--- config.mk ---
export PLATFORM = sky130hd
export DESIGN_NAME = inj_sched
export DESIGN_NICKNAME = d
export VERILOG_FILES = /design/src/rtl/inj_sched.sv
export SDC_FILE = /design/constraint.sdc
export NUM_CORES = 1
export LEC_CHECK = 0
export ABC_AREA = 1
export ABC_CLOCK_PERIOD_IN_PS = 2400
export CORE_MARGIN = 5
export CORE_UTILIZATION = 43
export CTS_CLUSTER_SIZE = 12
export DETAILED_ROUTE_END_ITERATION = 8
export GPL_ROUTABILITY_DRIVEN = 0
export PLACE_DENSITY = 0.69
export SYNTH_ARGS = -nofsm -noshare
export SYNTH_HDL_FRONTEND = slang
export SYNTH_SLANG_ARGS = --single-unit
--- constraint.sdc ---
create_clock -name clk -period 2.4 [get_ports clk]
set_input_delay 0.72 -clock clk [delete_from_list [all_inputs] [get_ports clk]]
set_output_delay 0.72 -clock clk [all_outputs]
set_load 0.01 [all_outputs]
--- src/rtl/inj_sched.sv ---
// Injection scheduler for one torus router node.
// Round-robin arbitration among N_SRC local clients feeds a DEPTH-entry FIFO.
// The FIFO head goes to the routing stage and is popped on i_ack. The block
// also counts popped flits and flags a head that has waited too long.
module inj_sched #(
    parameter int X_W        = 2,
    parameter int Y_W        = 2,
    parameter int D_W        = 8,
    parameter int N_SRC      = 2,
    parameter int DEPTH      = 4,
    parameter int STARVE_MAX = 8
) (
    input  logic                   clk,
    input  logic                   rst_n,
    input  logic [N_SRC-1:0]       src_v,
    input  logic [N_SRC*X_W-1:0]   src_x,
    input  logic [N_SRC*Y_W-1:0]   src_y,
    input  logic [N_SRC*D_W-1:0]   src_d,
    output logic [N_SRC-1:0]       src_rdy,
    output logic [X_W-1:0]         i_x,
    output logic [Y_W-1:0]         i_y,
    output logic [D_W-1:0]         i_d,
    output logic                   i_v,
    input  logic                   i_ack,
    output logic                   starve,
    output logic [15:0]            inj_cnt
);

    localparam int PW  = $clog2(DEPTH);
    localparam int CW  = PW + 1;
    localparam int RW  = (N_SRC > 1) ? $clog2(N_SRC) : 1;
    localparam int SW  = $clog2(STARVE_MAX + 1);
    localparam int E_W = X_W + Y_W + D_W;

    // Each FIFO entry holds {x, y, d}
    logic [E_W-1:0]   mem [DEPTH];
    logic [PW-1:0]    rd_ptr;
    logic [PW-1:0]    wr_ptr;
    logic [CW-1:0]    count;
    logic [RW-1:0]    rr_ptr;
    logic [SW-1:0]    stall;

    logic             full;
    logic             push;
    logic             pop;
    logic             gnt_any;
    logic [RW-1:0]    gnt_idx;
    logic [N_SRC-1:0] gnt_oh;
    logic [E_W-1:0]   wdata;
    logic [E_W-1:0]   head;
    int               idx;

    assign full = (count == CW'(DEPTH));
    assign i_v  = (count != '0);
    assign pop  = i_v && i_ack;

    // Round-robin search starting at rr_ptr; picks the first requesting client
    always_comb begin
        // NOTE: every signal gets a default before the loop so no latch is inferred.
        gnt_any = 1'b0;
        gnt_idx = '0;
        gnt_oh  = '0;
        wdata   = '0;
        idx     = 0;
        for (int i = 0; i < N_SRC; i++) begin
            idx = int'(rr_ptr) + i;
            if (idx >= N_SRC)
                idx = idx - N_SRC;
            if (!gnt_any && src_v[idx]) begin
                gnt_any     = 1'b1;
                gnt_idx     = RW'(idx);
                gnt_oh[idx] = 1'b1;
                wdata       = {src_x[idx*X_W +: X_W],
                               src_y[idx*Y_W +: Y_W],
                               src_d[idx*D_W +: D_W]};
            end
        end
    end

    // The grant uses the registered full flag, so a pop never frees a slot
    // for a push in the same cycle. While reset is asserted no grant is shown.
    assign push    = gnt_any && !full && rst_n;
    assign src_rdy = push ? gnt_oh : '0;

    // FIFO storage write
    always_ff @(posedge clk) begin
        // NOTE: storage is deliberately not reset; count gates every read.
        if (push)
            mem[wr_ptr] <= wdata;
    end

    // Pointers, occupancy and arbitration pointer
    always_ff @(posedge clk or negedge rst_n) begin
        if (!rst_n) begin
            rd_ptr <= '0;
            wr_ptr <= '0;
            count  <= '0;
            rr_ptr <= '0;
        end else begin
            // NOTE: sequential state uses non-blocking assignments only.
            if (push) begin
                wr_ptr <= wr_ptr + PW'(1);
                if (gnt_idx == RW'(N_SRC - 1))
                    rr_ptr <= '0;
                else
                    rr_ptr <= gnt_idx + RW'(1);
            end
            if (pop)
                rd_ptr <= rd_ptr + PW'(1);
            case ({push, pop})
                2'b10:   count <= count + CW'(1);
                2'b01:   count <= count - CW'(1);
                default: count <= count;
            endcase
        end
    end

    // Popped-flit counter, wraps at 2^16
    always_ff @(posedge clk or negedge rst_n) begin
        if (!rst_n)
            inj_cnt <= '0;
        else if (pop)
            inj_cnt <= inj_cnt + 16'd1;
    end

    // Consecutive-stall counter, saturating at STARVE_MAX
    always_ff @(posedge clk or negedge rst_n) begin
        if (!rst_n)
            stall <= '0;
        else if (!i_v || i_ack)
            stall <= '0;
        else if (stall != SW'(STARVE_MAX))
            stall <= stall + SW'(1);
    end

    assign starve = (stall == SW'(STARVE_MAX));

    // Head outputs read as zero when the FIFO is empty
    assign head          = i_v ? mem[rd_ptr] : '0;
    assign {i_x, i_y, i_d} = head;

endmodule
==> metrics.txt, run 1 <==
critical path launch point type input port; clock latency at the later pin of the worst-skew pair 0.35 ns; FILL cells 768; period utilization 95.9%; outcome finished, final reports clean; Clk pin slew, worst setup/hold paths 0.08 ns; min Tclk post-route 2.30 ns; Root Driver clkbuf_8; Synth Area in Simple Gates 22.0%; Post-synth EDFFs 48; antenna violations before repair 0; Max VDD drop 0.000410 V; Leak 0.00213 uW; Row Count 34; IO Port Bufs 60; Max-slew headroom 76.2%; n_diodes 0; HP Class flip-flop to flip-flop; distinct cell type count after synthesis 30; RSZ-0062 raised after global routing yes; Slew Limit Fails 0; first-pass GRT wire length 14400 um; post-route ant nets 0; grt ovf 0; clock sinks 76; largest net degree at the start of global routing 29; CP Max Fanout 4; Yosys reg bits 76; main area contributors after synthesis edfxtp_1, dfrtp_1, nand2_1, nor2_1, o21ai_0; Routed wire per std cell 13.1 um; DRC Markers 0; Pre-antenna DRT Iters 5; total wire length 8360 um; I/O Pins 61; Final Power 5270 uW; area delta synth->final 27.1%; dominant cell type by area after synthesis edfxtp_1; Vias 3093; Finish-stage setup viols 0; setup ws final 0.0985 ns; Initial Util 44.1%; kind of critical path input port to output pin; Synth warnings 0; number of global-route vias before repair 3015; H-tree depth 3; CTS tree done; WP data arrival 1.58 ns; Die Ht 105 um; CP endpoint kind output pin; Initial DRC Count 197; Std-Cell Core Area 8760 um2; # Max-Cap Violations 0; xor/xnor cell area share of the yosys netlist 2.94%; pre-CTS setup slack -0.405 ns; main combinational cell family by area after synthesis simple AND/OR/NAND/NOR gates; cells after synthesis 439; worst-margin pin slew 0.357 ns; asr flop ratio synth 36.8%; Synth top area share 37.3%; final core utilization 56.1%; die area 11000 um2; mux share of post-synthesis cell area 0%; multi-input logic area 1470 um2; post-synthesis adder-cell area fraction 3.11%; Worst Path Required 1.68 ns; CTS Buf Count 9; syn_nets 477; final hold violations 0; Via density 4.83; synthesized area 3870 um2; PD cells 1070 nW/um2; f_max 0.435 GHz; Chip Width 105 um; Synth Area in Compound Gates 9.93%; Most used DFF post-synth edfxtp_1; ratio of cells with drive above 1 in the final layout 14.3%; Post-Route Skew 0.0135 ns; Design Area, Final 4920 um2; DP Area 4770 um2; Mean Syn Cell Area 8.81 um2; Max Root-Sink Buffers 2; Post-layout nets 565; Total Routing Usage GR 16.1%; post-synthesis sequential area ratio 55.4%; register area 2140 um2; Post-DP HPWL 6110 um
[metal layers]
| metal | up-vias | track usage (%) | wire length (um) |
|---|---|---|---|
| met5 | - | 0 | 0 |
| met4 | 0 | 4.66 | 97 |
| met3 | 5 | 4.01 | 387 |
| met2 | 70 | 24.9 | 3920 |
| met1 | 1419 | 22.7 | 3950 |
| li1 | 1599 | - | - |
[cell families (layout without fill, tap and decap cells)]
logic type | count (synthesis) | after routing
compound gates | 72 | 72
xor+xnor | 13 | 13
buf+inv | 62 | 155
fa+ha+maj | 9 | 9
simple gates | 207 | 207
flops | 76 | 76
[where the power goes]
part           internal, uW  leakage, uW  switching, uW  total, uW
logic                  1020      0.00126           1400       2420
registers              1820     0.000796            190       2010
clock network           373    0.0000763            469        842
total                  3210      0.00213           2060       5270
[path summary, 6_finish.rpt]
path	start	endpoint	slack, ns	cells after the start
max in group asynchronous	rst_n	rd_ptr[0]$_DFFE_PN0P_	1.55	2
min	count[0]$_DFFE_PN0P_	count[0]$_DFFE_PN0P_	0.49	1
max	src_v[1]	src_rdy[1]	0.1	5
max reg2reg	count[0]$_DFFE_PN0P_	count[2]$_DFFE_PN0P_	0.32	10
min in group asynchronous	rst_n	inj_cnt[5]$_DFFE_PN0P_	0.56	2
min reg2reg	count[0]$_DFFE_PN0P_	count[0]$_DFFE_PN0P_	0.49	1
[final cells by class]
type | instances | area share [%]
multi-input combinational | 301 | 30.0
tap | 108 | 2.75
clock buffer | 10 | 2.60
clock inverter | 6 | 0.814
timing repair buffer | 93 | 16.6
inverter | 46 | 3.64
sequential | 76 | 43.6
[flip-flops by register name, indices dropped and copies added, names as in the netlist, named ones only]
register and count:
wr_ptr 2, mem 48, inj_cnt 16, stall 4
count 3, rd_ptr 2
[worst max-delay path: stages]
cell,delay (ns)
dlygate4sd2_1,0.28
o211ai_1,0.26
buf_4,0.16
nor2_1,0.03
buf_2,0.13
[placed cells by master, fill, tap and decap left out, types with 2 or more instances in the layout]
cell,count
inv_2,3
clkbuf_8,9
o21ai_1,4
buf_12,3
o21ai_2,2
clkdlybuf4s50_1,41
clkbuf_2,9
buf_4,30
dlygate4sd2_1,4
xor2_1,9
a21oi_1,16
nor3_1,2
buf_2,4
xnor2_1,4
nor2_1,72
nand4_1,6
dfrtp_1,27
nand3b_1,2
ha_1,8
clkinvlp_4,4
nor2_2,2
o21ai_0,47
nand3_1,9
nand2_1,109
inv_1,41
edfxtp_1,48
[synth_stat cells, types with 3 or more instances]
library cell and number:
nand2_1 109, nor2_1 73, o21ai_0 49, edfxtp_1 48, inv_1 42, dfrtp_1 28
a21oi_1 16, nand3_1 9, xor2_1 9, buf_2 8, ha_1 8, clkbuf_1 6
nand4_1 6, inv_2 4, xnor2_1 4, o21ai_1 3
[repair_timing]
action,in CTS,in global routing
setup endpoints to repair,16,14
gates resized for setup,30,27
hold buffers,0,0
buffers inserted,5,0
hold endpoints to repair,0,0
pin swaps,1,3
[through the flow]
stage / setup TNS, ns / instances / hold WS [ns]
after global placement: -1.17 / 620 / 0.476
after floorplan: 0 / 439 / 0.424
after CTS: 0 / 640 / 0.499
after global routing: -0.0651 / 640 / 0.510
final: 0 / 640 / 0.494
after detailed placement: -1.33 / 620 / 0.483
Note: power is estimated with default switching activity, not from simulation.
==> run 2, diff against run 1 <==
CAP_MARGIN = 20   (was not set)
CELL_PAD_IN_SITES_DETAIL_PLACEMENT = 1   (was not set)
CELL_PAD_IN_SITES_GLOBAL_PLACEMENT = 1   (was not set)
CORE_UTILIZATION = 41   (was 43)
HOLD_SLACK_MARGIN = 0.02   (was not set)
PLACE_DENSITY = 0.84   (was 0.69)
==> metrics.txt, run 2 (synthesis results as in run 1) <==
Most flops, register mem; Design Area, Final 4920 um2; HP Class input port to async pin; # Max-Cap Violations 0; hold buffers post-CTS 0; largest net degree at the start of global routing 29; outcome finished, final reports clean; WP data arrival 1.68 ns; Post-DP HPWL 7550 um; Root Driver clkbuf_8; met1 usage 22.5%; most frequent cells in the layout nand2_1, nor2_1, o21ai_0, edfxtp_1, clkdlybuf4s50_1; Max Root-Sink Buffers 2; CP Max Fanout 9; Routed wire per std cell 16.1 um; Row Count 35; first-pass GRT wire length 17400 um; register area 2140 um2; Vias 3300; n_diodes 0; Post-Route Skew 0.0128 ns; ratio of cells with drive above 1 in the final layout 13.8%; Chip Width 107 um; grt ovf 0; Largest register FFs 48; Worst Path Required 1.68 ns; Max-slew headroom 75.0%; Post-layout nets 561; Pre-antenna DRT Iters 4; worst-margin pin slew 0.374 ns; kind of critical path flip-flop to output pin; CP endpoint kind output pin; clock latency at the later pin of the worst-skew pair 0.35 ns; number of global-route vias before repair 3510; GR met2 Demand/Resource 36.2%; max incr delay on CP 0.40 ns; Via density 5.02; die area 11500 um2; period utilization 99.8%; crit-path cells clkinvlp_4 > buf_4 > nor2_1 > o21ai_0 > a21oi_1 > buf_2; GRT busiest layer met2; RSZ-0062 raised after global routing yes; Finish-stage setup viols 0; multi-input logic area 1470 um2; Slew Limit Fails 0; area delta synth->final 27.2%; Initial DRC Count 114; commonest non-fill, non-tap cell in the layout nand2_1; clock sinks 76; FILL cells 1079; antenna violations before repair 0; Total Routing Usage GR 19.4%; CTS Buf Count 9; I/O Pins 61; f_max 0.418 GHz; post-route ant nets 0; final hold violations 0; met3 GRT Util 3.25%; H-tree depth 3; final core utilization 53.2%; Initial Util 41.9%; DRC Markers 0; Leak 0.00213 uW; final setup TNS 0 ns; Std-Cell Core Area 9240 um2; total wire length 10600 um; Clk pin slew, worst setup/hold paths 0.08 ns; Max VDD drop 0.000348 V; Largest regs mem (48), inj_cnt (16), stall (4); Die Ht 107 um; IO Port Bufs 60; PD cells 1110 nW/um2; CTS tree done; DP Area 4760 um2; critical path launch point type flip-flop; min Tclk post-route 2.40 ns; CP max stage cell dfrtp_1
==> run 2: power breakdown <==
| part | internal, uW | switching [uW] | total (uW) |
|---|---|---|---|
| combinational | 980 | 1520 | 2500 |
| sequential | 1820 | 197 | 2020 |
| clock | 496 | 446 | 942 |
==> run 2: layer usage <==
| metal | up-vias | part of all wire (%) |
|---|---|---|
| li1 | 1588 | - |
| met1 | 1609 | 40 |
| met2 | 89 | 53 |
| met3 | 14 | 4.8 |
| met4 | 0 | 1.6 |
| met5 | - | 0 |
==> run 2: path summary, 6_finish.rpt <==
path | end | cells past startpoint | from | slack [ns]
setup reg to reg | count[2]$_DFFE_PN0P_ | 10 | count[1]$_DFFE_PN0P_ | 0.26
min in group clk | inj_cnt[15]$_DFFE_PN0P_ | 2 | inj_cnt[15]$_DFFE_PN0P_ | 0.52
hold reg to reg | inj_cnt[15]$_DFFE_PN0P_ | 2 | inj_cnt[15]$_DFFE_PN0P_ | 0.52
setup / recovery | i_y[0] | 6 | rd_ptr[1]$_DFFE_PN0P_ | 0.005
max in group asynchronous | rd_ptr[0]$_DFFE_PN0P_ | 2 | rst_n | 1.64
hold / removal | inj_cnt[15]$_DFFE_PN0P_ | 2 | rst_n | 0.47
==> run 2: what timing repair did <==
item                                    in CTS  in global routing
resized for setup                           27                 30
pin swaps                                    2                  2
buffers inserted                             0                  4
endpoints found under the setup margin      17                 16
==> run 2: layout make-up <==
cell class	count	share of cell area, %
Clock inverter	1	0.102
Inverter	46	3.59
Timing Repair Buffer	89	15.7
Sequential cell	76	43.6
Clock buffer	15	3.81
Multi-Input combinational cell	301	29.9
Tap cell	129	3.28
==> run 2: metrics by stage <==
stage / std cells / setup WS (ns) / hold slack, ns / power (uW)
global route: 657 / -0.0594 / 0.496 / 5850
CTS: 653 / -0.0176 / 0.523 / 5500
global placement: 637 / -0.477 / 0.475 / 4420
detailed placement: 637 / -0.487 / 0.494 / 4620
finish: 657 / 0.00481 / 0.471 / 5460
floorplan: 439 / 0.142 / 0.424 / 3420
==> run 2: critical path, delay by kind of cell (launching register included) <==
| kind | cells | cell delay, ns |
|---|---|---|
| buf+inv | 3 | 0.48 |
| flops | 1 | 0.40 |
| compound gates | 2 | 0.34 |
| simple gates | 1 | 0.09 |
==> run 3, diff against run 2 <==
CAP_MARGIN = not set   (was 20)
TNS_END_PERCENT = 50   (was not set)
==> metrics.txt, run 3 (synthesis results as in run 1) <==
die area 11500 um2; WP data arrival 1.69 ns; Pre-antenna DRT Iters 4; pre-CTS setup slack -0.487 ns; Std-Cell Core Area 9240 um2; Design Area, Final 4910 um2; placed instance count 637; kind of critical path flip-flop to output pin; total wire length 10500 um; GR met2 Demand/Resource 36.2%; I/O Pins 61; area delta synth->final 27.0%; Largest regs mem (48), inj_cnt (16), stall (4); Post-layout nets 559; Initial DRC Count 137; failing checks negative setup slack; Row Count 35; Initial Util 41.9%; final hold violations 0; DP Area 4760 um2; hold buffers post-CTS 0; CP endpoint i_y[0]; DRC Markers 0; FILL cells 1076; R2R cell count 10; number of global-route vias before repair 3510; ratio of cells with drive above 1 in the final layout 13.5%; IO Port Bufs 60; Total Routing Usage GR 19.4%; Post-DP HPWL 7550 um; Vias 3296; setup ws final -0.00550 ns; Via density 5.03; reg-to-reg setup timing slack 0.28 ns; WP buf/inv 3; met1 usage 22.5%; largest net degree at the start of global routing 29; Leak 0.00212 uW; worst reg2reg path endpoint count[2]$_DFFE_PN0P_; Post-Route Skew 0.0126 ns; crit-path cells clkinvlp_4 > buf_4 > nor2_1 > o21ai_0 > a21oi_1 > buf_2; min Tclk post-route 2.41 ns; Levels on crit path 6; most frequent cells in the layout nand2_1, nor2_1, o21ai_0, edfxtp_1, clkdlybuf4s50_1; Crit. Startpoint rd_ptr[1]$_DFFE_PN0P_; Max VDD drop 0.000344 V; critical path launch point type flip-flop; clock sinks 76; met3 GRT Util 3.25%; Most flops, register mem; CP Max Fanout 9; Slew Limit Fails 0; antenna violations before repair 0; clock latency at the later pin of the worst-skew pair 0.35 ns; RSZ-0062 raised after global routing yes; Clk pin slew, worst setup/hold paths 0.08 ns; Routed wire per std cell 16.1 um; Final Power 5440 uW; Top delay family on crit path buffers and inverters; GRT busiest layer met2; CP endpoint kind output pin; Finished Layout Cells 655; HP Class flip-flop to flip-flop; period utilization 100%; post-route ant nets 0; max incr delay on CP 0.40 ns; outcome finished with violations; commonest non-fill, non-tap cell in the layout nand2_1; PD cells 1110 nW/um2; CTS tree done; first-pass GRT wire length 17400 um; grt ovf 0; n_diodes 0; Largest register FFs 48; worst-margin pin slew 0.370 ns; Finish-stage setup viols 1; Worst Path Required 1.68 ns; H-tree depth 3; CP max stage cell dfrtp_1; # Max-Cap Violations 0; Max Root-Sink Buffers 2; Chip Width 107 um; CTS Buf Count 9; f_max 0.416 GHz; Root Driver clkbuf_8; Die Ht 107 um; Max-slew headroom 75.4%; Critical R2R Launch count[1]$_DFFE_PN0P_
## run 3: tightest hold or removal path: stages (launching register included)
cell	delay, ns
dfrtp_1	0.38
nand2_1	0.06
nand2_1	0.05
## run 3: area by class of cell
cell class | count | area, um2 | area share (%)
clock buffer | 15 | 188 | 3.82
clock inverter | 1 | 5.00 | 0.102
inverter | 46 | 176 | 3.59
multi-input combinational | 301 | 1470 | 30.0
sequential | 76 | 2140 | 43.6
tap | 129 | 161 | 3.29
timing repair buffer | 87 | 763 | 15.5
## run 3: timing repair
action,CTS,global route
resized for setup,27,29
pin swaps,2,2
setup buffers,0,2
setup endpoints to repair,17,16
## run 3: report_power, final
| group | internal (uW) | total, uW | switching [uW] |
|---|---|---|---|
| clock network | 496 | 947 | 451 |
| registers | 1820 | 2020 | 197 |
| logic | 967 | 2480 | 1510 |
| total | 3280 | 5440 | 2160 |
## run 3: metrics by stage
step                TNS (ns)  hold WS, ns  util (%)
finish              -0.00550        0.524      53.1
floorplan                  0        0.424         -
global placement       -1.51        0.475      51.5
detailed placement     -1.73        0.494      51.5
global route          -0.112        0.528      53.1
CTS                  -0.0224        0.523      53.4
## run 3: layer usage
metal	wire length [um]	vias up	share of wire, %
met5	0	-	0
met4	175	0	1.7
met3	502	14	4.8
met2	5650	78	54
met1	4180	1619	40
li1	-	1585	-
## run 3: worst min path at each step
stage,start,to,cells past startpoint
after global placement,inj_cnt[15]$_DFFE_PN0P_,inj_cnt[15]$_DFFE_PN0P_,2
final,inj_cnt[15]$_DFFE_PN0P_,inj_cnt[15]$_DFFE_PN0P_,2
after CTS,inj_cnt[15]$_DFFE_PN0P_,inj_cnt[15]$_DFFE_PN0P_,2
after global routing,inj_cnt[15]$_DFFE_PN0P_,inj_cnt[15]$_DFFE_PN0P_,2
after floorplan,rst_n,async pin,0
after detailed placement,count[1]$_DFFE_PN0P_,count[1]$_DFFE_PN0P_,2
